**src/rtl/paint_stroke_gen.sv**
```systemverilog
// rtl/paint_stroke_gen.sv - mouse-driven paint stroke rasterizer (Bresenham pixel writer)
//
// Purpose: turns cursor position plus button state into a stream of framebuffer
// pixel writes. While a pen button is held, each cursor move becomes a line
// segment from the previous endpoint to the new cursor position.
//
// Ports:
//   clk        - system clock, all logic on posedge
//   reset      - synchronous active-high reset
//   mx, my     - cursor position (12 bit), clamped to MAX_X/MAX_Y internally
//   btn_click  - [2]=left (pen), [1]=middle (ignored), [0]=right (eraser, color 0)
//   color_in   - pen color
//   pix_x/y    - pixel write coordinate (registered)
//   pix_color  - pixel write color (registered)
//   pix_we     - pixel write valid (registered)
//   pix_ready  - framebuffer accepts the presented pixel this cycle
//   busy       - high while a segment is being rasterized
module paint_stroke_gen #(
  parameter int MAX_X = 1023,
  parameter int MAX_Y = 767
) (
  input  logic        clk,
  input  logic        reset,
  input  logic [11:0] mx,
  input  logic [11:0] my,
  input  logic [2:0]  btn_click,
  input  logic [7:0]  color_in,
  output logic [11:0] pix_x,
  output logic [11:0] pix_y,
  output logic [7:0]  pix_color,
  output logic        pix_we,
  input  logic        pix_ready,
  output logic        busy
);

  typedef enum logic [1:0] {
    IDLE = 2'd0,
    HOLD = 2'd1,
    LINE = 2'd2
  } state_t;

  localparam logic [11:0] MAX_X_C = 12'(MAX_X);
  localparam logic [11:0] MAX_Y_C = 12'(MAX_Y);

  state_t             state;
  logic [11:0]        cur_x, cur_y;     // pixel currently presented / about to be presented
  logic [11:0]        tgt_x, tgt_y;     // segment end, also start of the next segment
  logic               neg_x, neg_y;     // step direction: 1 = decrement
  logic [11:0]        dx_abs, dy_abs;
  logic signed [15:0] err;
  logic [7:0]         seg_color;

  // Clamped cursor and segment-start selection
  logic [11:0]        cmx, cmy;
  logic [11:0]        seg_sx, seg_sy;
  logic [11:0]        new_dx, new_dy;
  logic               new_neg_x, new_neg_y;
  logic signed [15:0] new_err;
  logic               pen_down;
  logic [7:0]         new_color;
  logic               moved;

  // Bresenham step
  logic signed [16:0] e2, dx_s, dy_s, err_ext, err_nx;
  logic               step_x, step_y;
  logic [11:0]        nx, ny;
  logic               at_target;

  always_comb begin
    cmx       = (mx > MAX_X_C) ? MAX_X_C : mx;
    cmy       = (my > MAX_Y_C) ? MAX_Y_C : my;
    pen_down  = btn_click[2] | btn_click[0];
    new_color = btn_click[0] ? 8'h00 : color_in;
    moved     = (cmx != tgt_x) || (cmy != tgt_y);

    // From IDLE the segment is a single pixel at the cursor; from HOLD it
    // continues from the previous target.
    seg_sx    = (state == HOLD) ? tgt_x : cmx;
    seg_sy    = (state == HOLD) ? tgt_y : cmy;
    new_neg_x = cmx < seg_sx;
    new_neg_y = cmy < seg_sy;
    new_dx    = new_neg_x ? (seg_sx - cmx) : (cmx - seg_sx);
    new_dy    = new_neg_y ? (seg_sy - cmy) : (cmy - seg_sy);
    new_err   = signed'({4'd0, new_dx}) - signed'({4'd0, new_dy});
  end

  always_comb begin
    err_ext = {err[15], err};
    e2      = {err, 1'b0};
    dx_s    = signed'({5'd0, dx_abs});
    dy_s    = -signed'({5'd0, dy_abs});
    step_x  = (e2 >= dy_s);
    step_y  = (e2 <= dx_s);
    err_nx  = err_ext + (step_x ? dy_s : 17'sd0) + (step_y ? dx_s : 17'sd0);
    nx      = cur_x;
    ny      = cur_y;
    if (step_x) nx = neg_x ? (cur_x - 12'd1) : (cur_x + 12'd1);
    if (step_y) ny = neg_y ? (cur_y - 12'd1) : (cur_y + 12'd1);
    at_target = (cur_x == tgt_x) && (cur_y == tgt_y);
  end

  always_ff @(posedge clk) begin
    if (reset) begin
      state     <= IDLE;
      cur_x     <= '0;
      cur_y     <= '0;
      tgt_x     <= '0;
      tgt_y     <= '0;
      neg_x     <= 1'b0;
      neg_y     <= 1'b0;
      dx_abs    <= '0;
      dy_abs    <= '0;
      err       <= '0;
      seg_color <= '0;
      pix_x     <= '0;
      pix_y     <= '0;
      pix_color <= '0;
      pix_we    <= 1'b0;
      busy      <= 1'b0;
    end else begin
      case (state)
        IDLE, HOLD: begin
          pix_we <= 1'b0;
          if (!pen_down) begin
            state <= IDLE;
          end else if (state == IDLE || moved) begin
            cur_x     <= seg_sx;
            cur_y     <= seg_sy;
            tgt_x     <= cmx;
            tgt_y     <= cmy;
            neg_x     <= new_neg_x;
            neg_y     <= new_neg_y;
            dx_abs    <= new_dx;
            dy_abs    <= new_dy;
            err       <= new_err;
            seg_color <= new_color;
            busy      <= 1'b1;
            state     <= LINE;
          end
        end

        LINE: begin
          if (!pix_we) begin
            // First LINE cycle: present the segment start.
            pix_we    <= 1'b1;
            pix_x     <= cur_x;
            pix_y     <= cur_y;
            pix_color <= seg_color;
          end else if (pix_ready) begin
            if (at_target) begin
              pix_we <= 1'b0;
              busy   <= 1'b0;
              state  <= pen_down ? HOLD : IDLE;
            end else begin
              cur_x <= nx;
              cur_y <= ny;
              err   <= err_nx[15:0];
              pix_x <= nx;
              pix_y <= ny;
            end
          end
          // pix_we & !pix_ready: everything holds
        end

        default: begin
          state  <= IDLE;
          pix_we <= 1'b0;
          busy   <= 1'b0;
        end
      endcase
    end
  end

endmodule

```
**config.mk**
```make
export PLATFORM = sky130hd
export DESIGN_NAME = paint_stroke_gen
export DESIGN_NICKNAME = d
export VERILOG_FILES = /design/src/rtl/paint_stroke_gen.sv
export SDC_FILE = /design/constraint.sdc
export NUM_CORES = 1
export LEC_CHECK = 0
export BUFFER_PORTS_ARGS = -buffer_cell sky130_fd_sc_hd__buf_2
export CAP_MARGIN = 5
export CORE_ASPECT_RATIO = 1.75
export CORE_UTILIZATION = 45
export CTS_CLUSTER_SIZE = 14
export DETAILED_ROUTE_END_ITERATION = 8
export GPL_TIMING_DRIVEN = 0
export HOLD_SLACK_MARGIN = 0.08
export PLACE_DENSITY_LB_ADDON = 0.3
export SYNTH_ARGS = -nofsm -noshare
export SYNTH_HDL_FRONTEND = slang
export SYNTH_SLANG_ARGS = --single-unit
```
**constraint.sdc**
```tcl
create_clock -name clk -period 8.61 [get_ports clk]
set_input_delay 1.2915 -clock clk [delete_from_list [all_inputs] [get_ports clk]]
set_output_delay 1.2915 -clock clk [all_outputs]
set_load 0.05 [all_outputs]
```
==> run metrics <==
Initial DRC Count=between 700 and 800; critical path capture point type=flop; Final Hold Fails=0; Core Region=around 26000 um2; min-delay worst type=reg2reg; post_cts resized=0; Cells after Synth=1538; PortBufs=69; status=complete, but fails checks; Final setup viols=0; Starting Density=0.4572; H-tree levels=4; via/cell ratio=about 6.1; DP Wirelength=around 35000 um; Sink Count=about 130; RR Endpoint=err[15]$_SDFFE_PP0P_; Antenna Nets Post-Route=0; fmax=123.8 MHz; Max Buffers Root-to-Sink=2; reg2reg setup slack=0.53 ns; Die Y=~220 um; grt ovf=0; Root Buffer=clkbuf_16; CP arrival=about 8.4 ns; ys flop type=dfxtp_1; TNS Setup=0 ns; Critical R2R Launch=dy_abs[3]$_SDFFE_PP0P_; Yosys top cell area share=0.2260; boundary pin count=72; first-pass GRT wire length=64630 um; die area=between 20000 and 30000 um2; Yosys cell types=75; FF+latch area=around 2700 um2; area grow syn2layout=11.35%; layout cell share with drive strength beyond 1=0.09124; relative slew slack=0.09301; nets@finish=around 1800; Die X=around 120 um; drt pass-1 iters=7; ranking of synthesized cells by area=dfxtp_1 (23%), ha_1 (13%), nor2_1 (6.0%), xnor2_1 (5.2%), a21oi_1 (5.2%); Hold EP=pix_color[7]$_SDFFE_PP0P_; Core Rows=just under 80; Reg2Reg Depth=26; total track usage=0.3201; Yosys reg bits=approximately 130; worst skew pair latency=0.45 ns; Clk pin slew, worst setup/hold paths=0.06 ns; period utilization=0.9382; post-CTS setup buffer count=0; Power Density=around 280 nW/um2; CTS tree=built; Period minus WS final=8.078 ns; multi-input logic area=8509 um2; vias=12010; failing checks=design-rule violations; Detailed Route WL=between 40000 and 50000 um; Post-synth EDFFs=0; initial antenna violation count=0; Worst Tran Pin Value=between 1 and 1.5 ns; largest net degree at the start of global routing=17; CP Launch Type=flop; fin util=0.5092; Critical Path Fanout Max=10; CTS Hold Bufs=0; CP Class=reg2reg; CTS Buf Count=17; synth cell count leaders=nor2_1 (189), dfxtp_1 (134), a21oi_1 (124); area leader, netlist=dfxtp_1; Routed WL per cell=approximately 22 um; worst hold stages=2; Yosys warning count=0; Max IR drop VDD=around 0.15 mV; fill count=2595; share of flip-flops with an asynchronous set or reset=0; worst-case clock skew=0.009495 ns; P_leak=between 5 and 6 nW; post-synthesis sequential area ratio=0.2260; n_diodes=0; Req. time, crit path=approximately 9 ns; Syn Area/Cell=slightly below 8 um2; vias in the first global route=between 10000 and 15000; Max-cap violations=0; RSZ-0062 raised after global routing=no; # DRC=4; Slew Viols, Final=0; HP Start=seg_color[7]$_SDFFE_PP0P_; Syn Std Cell Area=between 10000 and 15000 um2; most frequent cell after synthesis=nor2_1; gpl congestion=approximately 0.98
## per-layer routing
layer	share of wire	track usage	up-vias
met5	0	0	-
met4	0.11	0.3095	0
met3	0.054	0.05310	214
met2	0.50	0.5781	496
met1	0.34	0.3062	5627
li1	-	-	5669
## worst max-delay path by stage
stage,from,to,slack (ns),cells past startpoint
final,dy_abs[3]$_SDFFE_PP0P_,err[15]$_SDFFE_PP0P_,0.53,26
after global routing,dy_abs[3]$_SDFFE_PP0P_,err[15]$_SDFFE_PP0P_,0.24,26
after CTS,dy_abs[3]$_SDFFE_PP0P_,err[15]$_SDFFE_PP0P_,0.06,26
after detailed placement,dy_abs[3]$_SDFFE_PP0P_,err[15]$_SDFFE_PP0P_,0.09,26
after global placement,dy_abs[3]$_SDFFE_PP0P_,err[15]$_SDFFE_PP0P_,0.03,26
after floorplan,mx[11],err[10]$_SDFFE_PP0P_,2.03,25
## where the power goes
| group | internal, mW | switching [mW] |
|---|---|---|
| Clock | 0.410 | 0.301 |
| Sequential | 0.712 | 0.130 |
| Combinational | 0.843 | 1.33 |
## cell type report
cell class | count | area share
flip-flops and latches | 134 | 0.2030
clock buffers | 20 | 0.03455
repair buffers | 70 | 0.02669
clock inverters | 12 | 0.007857
inverters | 105 | 0.02982
multi-input cells | 1227 | 0.6438
plain buffers | 76 | 0.02404
well taps | 320 | 0.03029
## placed cells by master (no fill, tap or decap), types with 16 or more instances in the layout
cell type / Yosys / routed
nor2_1: 189 / 189
dfxtp_1: 134 / 134
a21oi_1: 124 / 124
ha_1: 123 / 123
inv_1: 105 / 105
nand2_1: 104 / 104
o21ai_0: 97 / 97
buf_2: 4 / 73
xnor2_1: 71 / 71
clkbuf_1: 63 / 63
a211oi_1: 63 / 63
nor3_1: 37 / 37
mux2i_1: 35 / 35
xor2_1: 35 / 35
nand3_1: 28 / 28
nand2b_1: 24 / 24
a21o_1: 21 / 21
fa_1: 20 / 20
nor2b_1: 17 / 17
o21a_1: 17 / 17
clkbuf_16: 0 / 17
a31oi_1: 16 / 16
nand4_1: 16 / 16
## flip-flops by register name (all words and copies together) (netlist names), 12 cells and up
| name | cells |
|---|---|
| pix_x | 12 |
| err | 16 |
| pix_y | 12 |
| tgt_y | 12 |
| cur_y | 12 |
| tgt_x | 12 |
| dy_abs | 12 |
| cur_x | 12 |
| dx_abs | 12 |
## critical path: stages (launching register included)
cell and delay (ns):
dfxtp_1 0.35, or4_1 0.59, nor3_1 0.38, nand2_1 0.23, nor3b_1 0.43, ha_1 0.34
and4_1 0.16, o21ai_0 0.17, o21ai_0 0.21, o32ai_2 0.67, clkbuf_1 0.39, clkbuf_2 0.40
buf_1 0.49, nor2_1 0.14, fa_1 0.48, ha_1 0.22, inv_1 0.07, fa_1 0.18
nor2b_1 0.06, o21a_1 0.19, o21a_1 0.21, o41a_1 0.38, a31oi_1 0.37, o22ai_1 0.14
o41ai_1 0.34, xnor2_1 0.13, a41o_1 0.24
## metrics by stage
stage	std cells	hold slack (ns)	power (mW)	area [um2]	worst slack [ns]
floorplan	1542	0.4324	2.397	11890	2.030
global placement	1931	0.4373	2.946	12630	0.02945
detailed placement	1932	0.4449	2.984	12640	0.08584
CTS	1964	0.4542	3.700	13200	0.05720
global route	1964	0.4726	3.975	13220	0.2380
finish	1964	0.4482	3.725	13220	0.5324
## logic make-up (layout without fill, tap and decap cells)
kind of cell	after synthesis	count (layout)	share of synthesized area
AOI/OAI and AO/OA	445	445	0.2425
xor gates and xnor gates	106	106	0.07821
adders and majority gates	143	143	0.1634
buffers and inverters	181	283	0.05987
DFF	134	134	0.2260
muxes	42	42	0.03616
other	2	6	0.0006327
and+or+nand+nor	485	485	0.1932
(Power assumes the default switching activity.)
